### src/rtl/demod_pkg.sv
// Shared definitions for the I/Q multi-mode demodulator.
//   - output mode encodings
//   - top-level FSM state enum
//   - CORDIC arctangent constants scaled so that +/-2^(phase_width-1) is +/-pi
//   - CORDIC vectoring gain (not compensated in the datapath)
package demod_pkg;

    localparam logic [1:0] MODE_AM   = 2'b00;
    localparam logic [1:0] MODE_FM   = 2'b01;
    localparam logic [1:0] MODE_PM   = 2'b10;
    localparam logic [1:0] MODE_MUTE = 2'b11;

    typedef enum logic [2:0] {
        ST_IDLE = 3'd0,
        ST_PRE  = 3'd1,
        ST_ROT  = 3'd2,
        ST_POST = 3'd3,
        ST_ACC  = 3'd4
    } demod_state_e;

    // Product of 1/cos(atan(2^-i)) over the iterations, in Q12 (~1.6468).
    localparam int CORDIC_GAIN_Q12 = 6745;

    // round(atan(2^-i) * 2^15 / pi): angle table for a 16-bit phase word.
    function automatic int atan_tbl16(input int i);
        case (i)
            0:       return 8192;
            1:       return 4836;
            2:       return 2555;
            3:       return 1297;
            4:       return 651;
            5:       return 326;
            6:       return 163;
            7:       return 81;
            8:       return 41;
            9:       return 20;
            10:      return 10;
            11:      return 5;
            12:      return 3;
            13:      return 1;
            14:      return 1;
            default: return 0;
        endcase
    endfunction

    // Rescale the 16-bit table to the requested phase width (rounded).
    function automatic int atan_const(input int i, input int phase_width);
        int v;
        v = atan_tbl16(i);
        if (phase_width >= 16) begin
            return v <<< (phase_width - 16);
        end
        return (v + (1 <<< (15 - phase_width))) >>> (16 - phase_width);
    endfunction

endpackage

### src/rtl/cordic_vector_iter.sv
// Iterative CORDIC in vectoring mode.
//   load      : capture i_in/q_in (sign-extended by two guard bits)
//   pre_en    : one cycle of quadrant fold into the right half-plane
//   rot_en    : one micro-rotation per cycle; done flags the last one
//   magnitude : final x (unsigned, carries the CORDIC gain)
//   phase     : accumulated angle, +/-2^(PHASE_WIDTH-1) = +/-pi; 0 for a zero vector
module cordic_vector_iter
    import demod_pkg::*;
#(
    parameter int IQ_WIDTH    = 12,
    parameter int PHASE_WIDTH = 16,
    parameter int CORDIC_ITER = 12
) (
    input  logic                   clk_in,
    input  logic                   rst,
    input  logic                   load,
    input  logic                   pre_en,
    input  logic                   rot_en,
    input  logic [IQ_WIDTH-1:0]    i_in,
    input  logic [IQ_WIDTH-1:0]    q_in,
    output logic                   done,
    output logic [IQ_WIDTH+1:0]    magnitude,
    output logic [PHASE_WIDTH-1:0] phase
);

    localparam int XY_W = IQ_WIDTH + 2;
    localparam int IT_W = (CORDIC_ITER > 1) ? $clog2(CORDIC_ITER) : 1;

    logic signed [XY_W-1:0]  x_q, x_d, y_q, y_d;
    logic signed [XY_W-1:0]  x_sh, y_sh;
    logic [PHASE_WIDTH-1:0]  z_q, z_d, at;
    logic [IT_W-1:0]         iter_q, iter_d;
    logic                    zero_q, zero_d;

    always_comb begin
        x_d    = x_q;
        y_d    = y_q;
        z_d    = z_q;
        iter_d = iter_q;
        zero_d = zero_q;
        x_sh   = x_q >>> iter_q;
        y_sh   = y_q >>> iter_q;
        at     = PHASE_WIDTH'(atan_const(int'(iter_q), PHASE_WIDTH));
        if (load) begin
            x_d    = {{2{i_in[IQ_WIDTH-1]}}, i_in};
            y_d    = {{2{q_in[IQ_WIDTH-1]}}, q_in};
            z_d    = '0;
            iter_d = '0;
            zero_d = 1'b0;
        end else if (pre_en) begin
            // An all-zero vector would otherwise drift to a meaningless angle.
            zero_d = (x_q == '0) && (y_q == '0);
            iter_d = '0;
            if (x_q[XY_W-1]) begin
                x_d = -x_q;
                y_d = -y_q;
                // +pi and -pi share the same bit pattern in a wrapping phase word.
                z_d = {1'b1, {(PHASE_WIDTH-1){1'b0}}};
            end
        end else if (rot_en) begin
            // Rotate toward y = 0; z accumulates the angle removed.
            if (!y_q[XY_W-1]) begin
                x_d = x_q + y_sh;
                y_d = y_q - x_sh;
                z_d = z_q + at;
            end else begin
                x_d = x_q - y_sh;
                y_d = y_q + x_sh;
                z_d = z_q - at;
            end
            iter_d = iter_q + 1'b1;
        end
    end

    always_ff @(posedge clk_in) begin
        if (rst) begin
            x_q    <= '0;
            y_q    <= '0;
            z_q    <= '0;
            iter_q <= '0;
            zero_q <= 1'b0;
        end else begin
            x_q    <= x_d;
            y_q    <= y_d;
            z_q    <= z_d;
            iter_q <= iter_d;
            zero_q <= zero_d;
        end
    end

    assign done      = rot_en && (iter_q == IT_W'(CORDIC_ITER - 1));
    assign magnitude = x_q;
    assign phase     = zero_q ? '0 : z_q;

endmodule

### src/rtl/iq_multi_demod.sv
// AM / FM / PM demodulator with power-of-two averaging decimator.
//   clk_in, RST       : clock, synchronous active-high reset
//   mode, dec_log2    : sampled when a sample is accepted
//   iq_valid/iq_ready : a sample transfers on a cycle where both are 1;
//                       iq_valid while iq_ready=0 drops the sample and sets overrun
//   demod_valid       : one-cycle pulse when Demodule_OUT updates (held otherwise)
//   overrun           : sticky until RST
//   dbg_state         : current FSM state
// The ACC cycle also accepts a new sample, so one sample is taken every
// CORDIC_ITER+3 cycles under continuous input.
module iq_multi_demod
    import demod_pkg::*;
#(
    parameter int IQ_WIDTH     = 12,
    parameter int OUTPUT_WIDTH = 24,
    parameter int PHASE_WIDTH  = 16,
    parameter int CORDIC_ITER  = 12,
    parameter int DEC_MAX_LOG2 = 7
) (
    input  logic                    clk_in,
    input  logic                    RST,
    input  logic [1:0]              mode,
    input  logic [3:0]              dec_log2,
    input  logic                    iq_valid,
    input  logic [IQ_WIDTH-1:0]     I_IN,
    input  logic [IQ_WIDTH-1:0]     Q_IN,
    output logic                    iq_ready,
    output logic                    demod_valid,
    output logic [OUTPUT_WIDTH-1:0] Demodule_OUT,
    output logic                    overrun,
    output logic [2:0]              dbg_state
);

    localparam int XY_W  = IQ_WIDTH + 2;
    localparam int ACC_W = OUTPUT_WIDTH + DEC_MAX_LOG2;
    localparam int CNT_W = (DEC_MAX_LOG2 > 0) ? DEC_MAX_LOG2 : 1;

    demod_state_e                   state_q, state_d;
    logic [1:0]                     mode_q, mode_d;
    logic [3:0]                     dec_q, dec_d, dec_clamped;
    logic                           first_q, first_d;
    logic                           restart_q, restart_d;
    logic [PHASE_WIDTH-1:0]         prev_phase_q, prev_phase_d, fm_diff;
    logic signed [OUTPUT_WIDTH-1:0] r_q, r_d;
    logic signed [ACC_W-1:0]        acc_q, acc_d, base_acc, sum;
    logic [CNT_W-1:0]               cnt_q, cnt_d, base_cnt, cnt_target;
    logic [OUTPUT_WIDTH-1:0]        dout_q, dout_d;
    logic                           dvalid_q, dvalid_d;
    logic                           overrun_q, overrun_d;
    logic                           accept, cordic_done;
    logic [XY_W-1:0]                cordic_mag;
    logic [PHASE_WIDTH-1:0]         cordic_phase;

    cordic_vector_iter #(
        .IQ_WIDTH   (IQ_WIDTH),
        .PHASE_WIDTH(PHASE_WIDTH),
        .CORDIC_ITER(CORDIC_ITER)
    ) u_cordic (
        .clk_in   (clk_in),
        .rst      (RST),
        .load     (accept),
        .pre_en   (state_q == ST_PRE),
        .rot_en   (state_q == ST_ROT),
        .i_in     (I_IN),
        .q_in     (Q_IN),
        .done     (cordic_done),
        .magnitude(cordic_mag),
        .phase    (cordic_phase)
    );

    assign iq_ready    = !RST && ((state_q == ST_IDLE) || (state_q == ST_ACC));
    assign accept      = iq_valid && iq_ready;
    assign dec_clamped = (dec_log2 > 4'(DEC_MAX_LOG2)) ? 4'(DEC_MAX_LOG2) : dec_log2;
    assign fm_diff     = cordic_phase - prev_phase_q;  // modulo 2^PHASE_WIDTH
    assign cnt_target  = CNT_W'((32'd1 << dec_q) - 32'd1);

    always_comb begin
        state_d      = state_q;
        mode_d       = mode_q;
        dec_d        = dec_q;
        first_d      = first_q;
        restart_d    = restart_q;
        prev_phase_d = prev_phase_q;
        r_d          = r_q;
        acc_d        = acc_q;
        cnt_d        = cnt_q;
        dout_d       = dout_q;
        dvalid_d     = 1'b0;
        overrun_d    = overrun_q | (iq_valid & ~iq_ready);
        base_acc     = restart_q ? '0 : acc_q;
        base_cnt     = restart_q ? '0 : cnt_q;
        sum          = base_acc + {{DEC_MAX_LOG2{r_q[OUTPUT_WIDTH-1]}}, r_q};

        // Configuration travels with the sample; any change restarts averaging.
        if (accept) begin
            mode_d    = mode;
            dec_d     = dec_clamped;
            restart_d = first_q || (mode != mode_q) || (dec_clamped != dec_q);
            first_d   = 1'b0;
        end

        case (state_q)
            ST_IDLE: if (accept) state_d = ST_PRE;
            ST_PRE:  state_d = ST_ROT;
            ST_ROT:  if (cordic_done) state_d = ST_POST;
            ST_POST: begin
                case (mode_q)
                    MODE_AM: r_d = {{(OUTPUT_WIDTH-XY_W){1'b0}}, cordic_mag};
                    MODE_PM: r_d = {{(OUTPUT_WIDTH-PHASE_WIDTH){cordic_phase[PHASE_WIDTH-1]}},
                                    cordic_phase};
                    MODE_FM: r_d = {{(OUTPUT_WIDTH-PHASE_WIDTH){fm_diff[PHASE_WIDTH-1]}},
                                    fm_diff};
                    default: r_d = '0;
                endcase
                prev_phase_d = cordic_phase;
                state_d      = ST_ACC;
            end
            ST_ACC: begin
                if (restart_q && (mode_q == MODE_FM)) begin
                    // Priming sample: only prev_phase is meaningful.
                    acc_d = '0;
                    cnt_d = '0;
                end else if (base_cnt == cnt_target) begin
                    dout_d   = OUTPUT_WIDTH'(sum >>> dec_q);
                    dvalid_d = 1'b1;
                    acc_d    = '0;
                    cnt_d    = '0;
                end else begin
                    acc_d = sum;
                    cnt_d = base_cnt + 1'b1;
                end
                state_d = accept ? ST_PRE : ST_IDLE;
            end
            default: state_d = ST_IDLE;
        endcase
    end

    always_ff @(posedge clk_in) begin
        if (RST) begin
            state_q      <= ST_IDLE;
            mode_q       <= MODE_AM;
            dec_q        <= '0;
            first_q      <= 1'b1;
            restart_q    <= 1'b0;
            prev_phase_q <= '0;
            r_q          <= '0;
            acc_q        <= '0;
            cnt_q        <= '0;
            dout_q       <= '0;
            dvalid_q     <= 1'b0;
            overrun_q    <= 1'b0;
        end else begin
            state_q      <= state_d;
            mode_q       <= mode_d;
            dec_q        <= dec_d;
            first_q      <= first_d;
            restart_q    <= restart_d;
            prev_phase_q <= prev_phase_d;
            r_q          <= r_d;
            acc_q        <= acc_d;
            cnt_q        <= cnt_d;
            dout_q       <= dout_d;
            dvalid_q     <= dvalid_d;
            overrun_q    <= overrun_d;
        end
    end

    assign demod_valid  = dvalid_q;
    assign Demodule_OUT = dout_q;
    assign overrun      = overrun_q;
    assign dbg_state    = state_q;

endmodule
### config.mk
export PLATFORM = sky130hd
export DESIGN_NAME = iq_multi_demod
export DESIGN_NICKNAME = d
export VERILOG_FILES = /design/src/rtl/demod_pkg.sv /design/src/rtl/cordic_vector_iter.sv /design/src/rtl/iq_multi_demod.sv
export SDC_FILE = /design/constraint.sdc
export NUM_CORES = 1
export LEC_CHECK = 0
export CORE_MARGIN = 5
export CORE_UTILIZATION = 37
export DETAILED_ROUTE_END_ITERATION = 8
export GPL_TIMING_DRIVEN = 0
export HOLD_SLACK_MARGIN = 0.03
export SLEW_MARGIN = 20
export SYNTH_ARGS = -nofsm -noshare
export SYNTH_HDL_FRONTEND = slang
export SYNTH_SLANG_ARGS = --single-unit
export TNS_END_PERCENT = 20
### constraint.sdc
create_clock -name clk_in -period 4.4 [get_ports clk_in]
set_input_delay 0.88 -clock clk_in [delete_from_list [all_inputs] [get_ports clk_in]]
set_output_delay 0.88 -clock clk_in [all_outputs]
set_load 0.05 [all_outputs]
==> reports/metrics.yaml, run 1 <==
status: "finished, violations left"
violations: "setup timing"
cts_made_buffers: 17
grt_max_degree: 18
yosysTopAreaCell: "dfxtp_1"
grt_use_total_pct: 24.26
cp-start-kind: "register"
rows: 75
finalSetupViolations: 3
hold_violations: 0
cts.clk_slew.worst_paths_ns: 0.07
ant_nets: 0
ys_async_sr_fraction_pct: 0
rsz0062_at_grt: "true"
postSynthCellCount: 2016
ys.flop_type: "dfxtp_1"
powerDensity_nw_per_um2: 293.9
ios: 63
synth.cell_area_um2: 15550
nNetsFinal: 2272
share_seq_of_total_power_pct: 30.7
clock_sinks: 170
maxSlewHeadroom_pct: 31.54
synthesis.nets: 2155
required_ns: 4.76
hp-class: "reg2reg"
crit_arrival_ns: 4.89
io_buffers: 62
finalClockSkew_ns: 0.01553
drt_iter0_markers: 1358
ys_top_cells_by_count: "240 x nor2_1, 173 x a21oi_1, 170 x dfxtp_1"
start_util_pct: 37.24
pwr-share-clk_pct: 28.5
clkLatencyLatePin_ns: 0.47
drv_cap: 0
vias: 16150
ys_seq_area_share_pct: 21.89
leakage_nw: 7.054
dr.pass1.iters: 6
grt_pass1_vias: 15490
setup_slack_ns: -0.1346
viasPerCell: 6.014
p_switching_w: 0.002097
clockBufferDepth: 2
yosysTopAreaCellShare_pct: 21.89
wl_um: 58560
fillers: 4150
hold_buffers: 0
ys_top_cells_by_area: "dfxtp_1 22%, ha_1 8.1%, nor2_1 5.8%"
setup_tns_ns: -0.2573
diodes: 0
grt_pass1_wl_um: 89410
die_h_um: 215.0
finalMaxSlewViolations: 0
finalPower_w: 0.005419
yosysWarnings: 0
cts_tree: "built"
post-route-util_pct: 44.15
ys_ff_latch: 170
regArea_um2: 3417
worstPathMaxFanout: 10
multi_input_area_um2: 11880
path_class: "reg2reg"
drcViolationCount: 0
synth_cell_types: 92
cp-end-kind: "register"
drive_above_1_share_pct: 13.75
fmax_mhz: 220.5
die_width_um: 215.0
internal_power_w: 0.003321
avgSynthCellArea_um2: 7.713
antenna_found_initial: 0
wl_per_cell_um: 21.81
synth-edff-count: 0
clock-root-buffer: "clkbuf_16"
p_sw_share_pct: 38.70
worst_slew_pin_slew_ns: 1.027
combPwrFrac_pct: 40.9
fp.dieArea_um2: 46230
place_hpwl_um: 43710
grt_overflow: 0
yosysMostFrequentCell: "nor2_1"
finalCritPeriodShare_pct: 103.1
area_growth_pct: 18.56
fin_crit_ns: 4.535
gp_congestion: 0.9634
htreeDepth: 4
ir_worst_vdd_v: 0.0002138
core-area_um2: 41760
kinds of logic (layout without fill, tap and decap cells):
| family | count (synthesis) | in the layout | share of synthesized area, % |
|---|---|---|---|
| compound gates | 589 | 589 | 24.91 |
| xor+xnor | 129 | 129 | 7.266 |
| fa+ha+maj | 106 | 106 | 8.771 |
| buf+inv | 219 | 349 | 5.528 |
| flops | 170 | 170 | 21.89 |
| mux | 115 | 115 | 10.71 |
| simple gates | 688 | 688 | 20.93 |
per-stage QoR:
stage	instances	setup WS [ns]	hold WS [ns]	area (µm²)
global route	2685	-0.2916	0.4737	18440
global placement	2617	-1.297	0.4428	16860
floorplan	2016	0.01479	0.4363	15570
detailed placement	2618	-1.392	0.4481	16880
finish	2685	-0.1346	0.4555	18440
CTS	2675	-0.1158	0.4583	17970
sequential cells by signal, indices dropped and copies added (netlist names), 7 cells and up:
register            cells
u_cordic.z_q           16
Demodule_OUT           24
u_cordic.at            14
prev_phase_q           16
cnt_q                   7
u_cordic.y_q           14
r_q                    16
acc_q                  31
u_cordic.magnitude     14
power by group through the flow:
stage | Sequential, W | Combinational [W] | Clock, W
after floorplan | 0.00167 | 0.00145 | 0
after global placement | 0.00169 | 0.00190 | 0
after detailed placement | 0.00169 | 0.00191 | 0
after CTS | 0.00165 | 0.00202 | 0.00156
after global routing | 0.00166 | 0.00239 | 0.00162
final | 0.00166 | 0.00222 | 0.00154
what timing repair did:
action	in CTS	in global routing
endpoints found under the setup margin	87	76
resized for setup	92	96
buffers inserted	27	12
pin swaps	27	54
gates cloned	1	0
layout by cell type (no fill, tap or decap), drive strengths merged, types with 48 or more instances in the layout:
master	Yosys	final
a21oi	174	174
buf	26	69
clkbuf	112	126
clkdlybuf4s50	0	62
dfxtp	170	170
ha	101	101
inv	78	81
mux2i	58	58
nand2	163	163
nand3	48	48
nor2	241	241
nor2b	63	63
nor3	59	59
o21ai	106	106
xnor2	90	90
per-layer routing:
layer | wire length [µm] | part of all wire [%] | track usage (%)
met1 | 24880 | 42 | 31.23
met4 | 2230 | 3.8 | 9.430
met2 | 27810 | 47 | 40.98
met5 | 0 | 0 | 0
met3 | 3641 | 6.2 | 3.842
critical path: stages, from the launching register on:
cell	delay (ns)
dfxtp_4	0.40
buf_6	0.19
buf_4	0.24
mux4_2	0.35
mux4_2	0.50
inv_1	0.11
ha_4	0.20
mux2i_4	0.21
ha_1	0.28
nor2b_4	0.13
o21ai_2	0.19
a21oi_2	0.11
o211ai_1	0.19
nand2_1	0.10
a41o_1	0.23
o41ai_4	0.42
o21ai_2	0.11
xnor2_1	0.13
a311oi_1	0.32
worst paths after layout:
| check | from | endpoint | slack, ns | depth (start not counted) |
|---|---|---|---|---|
| worst max-delay path | u_cordic.iter_q[1] | u_cordic.magnitude[13] | -0.13 | 18 |
| worst min-delay path | prev_phase_q[7] | prev_phase_q[7] | 0.46 | 2 |
| worst max register to register | u_cordic.iter_q[1] | u_cordic.magnitude[13] | -0.13 | 18 |
| worst min register to register | prev_phase_q[7] | prev_phase_q[7] | 0.46 | 2 |
final cells by class:
cell class	instances	area share [%]
buffer	133	3.434
clock buffer	21	2.606
clock inverter	11	0.4615
inverter	81	1.649
multi-input combinational	1627	64.41
sequential	170	18.53
tap	539	3.658
timing repair buffer	103	5.246
(Power assumes the default switching activity.)
==> run 2: changes to the inputs <==
--- a/config.mk
+++ b/config.mk
@@ -6,8 +6,9 @@
 export NUM_CORES = 1
 export LEC_CHECK = 0
 export CORE_MARGIN = 5
-export CORE_UTILIZATION = 37
+export CORE_UTILIZATION = 35
 export DETAILED_ROUTE_END_ITERATION = 8
+export GPL_ROUTABILITY_DRIVEN = 0
 export GPL_TIMING_DRIVEN = 0
 export HOLD_SLACK_MARGIN = 0.03
 export SLEW_MARGIN = 20
==> reports/metrics.yaml, run 2 (synthesis results as in run 1) <==
status: "finished, violations left"
violations: "setup timing"
htreeDepth: 4  # unchanged
p_sw_share_pct: 37.70  # -1.0 points
regArea_um2: 3412  # -0.15%
hold_depth: 2  # unchanged
start_util_pct: 35.24  # -2.0 points
clkLatencyLatePin_ns: 0.46  # about the same
hold_ws_ns: 0.4536  # -0.001874 ns
cts_made_buffers: 17  # unchanged
cp-end-kind: "register"
worst_slew_pin_slew_ns: 0.9904  # -0.03652 ns
setup.worst_path.start: "u_cordic.magnitude[6]"
cts.clk_slew.worst_paths_ns: 0.08  # about the same
io_buffers: 62  # unchanged
final_cell_mix: "238 x nor2_1, 167 x dfxtp_1, 163 x nand2_1"
fp.dieArea_um2: 48740  # +5.4%
worstPathMaxFanout: 9  # -1
combPwrFrac_pct: 38.9  # -2.0 points
final_cell_area_um2: 18240  # -1.1%
internal_power_w: 0.003341  # +0.58%
die_h_um: 220.8  # +2.7%
finalSetupViolations: 6  # +3
viasPerCell: 5.951  # -1.1%
cp-start-kind: "register"
clock-root-buffer: "clkbuf_16"
vias: 16250  # +0.61%
place_hpwl_um: 41880  # -4.2%
cts_tree: "built"
fmax_mhz: 222.4  # +0.85%
die_width_um: 220.8  # +2.7%
grt_max_degree: 18  # unchanged
p_switching_w: 0.002022  # -3.6%
setup_slack_ns: -0.09637  # +0.03828 ns
share_seq_of_total_power_pct: 31.3  # +0.6 points
drive_above_1_share_pct: 11.51  # -2.2 points
top_register: "acc_q"
drv_cap: 0  # unchanged
largest_reg_flops: 31  # unchanged
area_growth_pct: 17.30
fin_crit_ns: 4.496  # -0.03828 ns
antenna_found_initial: 0  # unchanged
pwr-share-clk_pct: 29.8  # +1.3 points
multi_input_area_um2: 11640  # -2.0%
maxSlewHeadroom_pct: 33.97  # +2.4 points
required_ns: 4.76  # about the same
reg2reg_from: "u_cordic.magnitude[6]"
grt_pass1_vias: 15430  # -0.43%
layout_commonest_cell: "nor2_1"
reg2reg_depth: 17  # -1
core-area_um2: 44120  # +5.7%
placed_area_um2: 16950  # +0.42%
drt_iter0_markers: 1733  # +28%
powerDensity_nw_per_um2: 294.0  # about the same
clock_sinks: 170  # unchanged
leakage_nw: 6.937  # -1.7%
rows: 77  # +2.7%
wl_per_cell_um: 20.42  # -6.4%
ant_nets: 0  # unchanged
grt_use_total_pct: 22.03  # -2.2 points
rsz0062_at_grt: "true"
grt_pass1_wl_um: 85350  # -4.5%
hp-class: "reg2reg"
grt_overflow: 0  # unchanged
fillers: 4579  # +10%
ir_worst_vdd_v: 0.0002091  # -2.2%
min_from: "prev_phase_q[5]"
ios: 63  # unchanged
dr.pass1.iters: 6  # unchanged
finalCritPeriodShare_pct: 102.2  # -0.87 points
finalMaxSlewViolations: 0  # unchanged
path_class: "reg2reg"
crit_arrival_ns: 4.85  # -0.04 ns
hold_buffers: 0  # unchanged
nNetsFinal: 2265  # -0.31%
finalClockSkew_ns: 0.01483  # -0.0007039 ns
wl_um: 55740  # -4.8%
clockBufferDepth: 2  # unchanged
hold_violations: 0  # unchanged
diodes: 0  # unchanged
drcViolationCount: 0  # unchanged
## run 2: changes by cell type in the layout (fill, tap and decap cells not counted), moves of 3 or more
cell,change
buf_4,-8
ha_1,+6
clkbuf_1,+5
ha_4,-5
o21ai_2,-5
a21oi_1,+4
a21oi_2,-4
buf_2,-4
xnor2_1,+4
nor2_1,+3
nor2_2,-3
o22ai_1,+3
o22ai_2,-3
xnor2_2,-3
## run 2: area by class of cell
| type | count | area share [%] |
|---|---|---|
| Multi-Input combinational cell | 1627 | 63.83 |
| Tap cell | 592 | 4.061 |
| Inverter | 81 | 1.667 |
| Sequential cell | 170 | 18.71 |
| Clock inverter | 12 | 0.7614 |
| Clock buffer | 19 | 2.483 |
| Buffer | 133 | 3.450 |
| Timing Repair Buffer | 96 | 5.042 |
## run 2: repair_timing
action | 4_1_cts | 5_1_grt
pin swaps | 14 | 35
setup buffers | 20 | 12
hold endpoints to repair | 0 | 0
gates resized for setup | 77 | 55
endpoints found under the setup margin | 84 | 73
gates cloned | 1 | 0
## run 2: power groups by stage
stage                     registers, W  clock network, W  logic, W
after floorplan                0.00167                 0   0.00145
after global placement         0.00169                 0   0.00186
after detailed placement       0.00169                 0   0.00189
after CTS                      0.00167           0.00162   0.00195
after global routing           0.00168           0.00168   0.00224
final                          0.00168           0.00160   0.00208
## run 2: worst paths after layout
kind              slack, ns                to
setup / recovery       -0.1  u_cordic.y_q[12]
hold reg to reg        0.45   prev_phase_q[5]
setup reg to reg       -0.1  u_cordic.y_q[12]
hold / removal         0.45   prev_phase_q[5]
## run 2: worst max-delay path, stage by stage, from the launching register on
cell and delay (ns):
dfxtp_1 0.34, clkbuf_1 0.27, mux4_2 0.55, mux4_2 0.54
inv_2 0.10, ha_4 0.19, mux2_4 0.28, fa_2 0.35
a21o_1 0.20, a21oi_2 0.15, o21bai_1 0.10, a21oi_2 0.16
o21bai_1 0.12, a211oi_2 0.25, o21bai_1 0.12, o31a_1 0.27
mux2i_1 0.13, a211o_1 0.22
## run 2: through the flow
step                      cells  setup TNS, ns  utilization [%]  setup WS [ns]  total power, W
after global placement     2670         -49.78            38.36         -1.152        0.003546
after global routing       2730         -2.587            41.34        -0.2783        0.005596
after floorplan            2016              0                -        0.01479        0.003111
after detailed placement   2671         -50.64            38.41         -1.142        0.003576
final                      2730        -0.2853            41.34       -0.09637        0.005362
after CTS                  2720        -0.1756            40.75       -0.07473        0.005243
## run 2: routing by layer
metal	global-route usage [%]	part of all wire, %
met2	36.16	46
met3	3.530	8.3
met4	8.249	4.0
met1	29.27	42
met5	0	0
==> run 3: changes to the inputs <==
--- a/config.mk
+++ b/config.mk
@@ -5,6 +5,7 @@
 export SDC_FILE = /design/constraint.sdc
 export NUM_CORES = 1
 export LEC_CHECK = 0
+export CAP_MARGIN = 20
 export CORE_MARGIN = 5
 export CORE_UTILIZATION = 35
 export DETAILED_ROUTE_END_ITERATION = 8
==> results of run 3 <==
Final layout, timing and power as in run 2 (identical DEF).
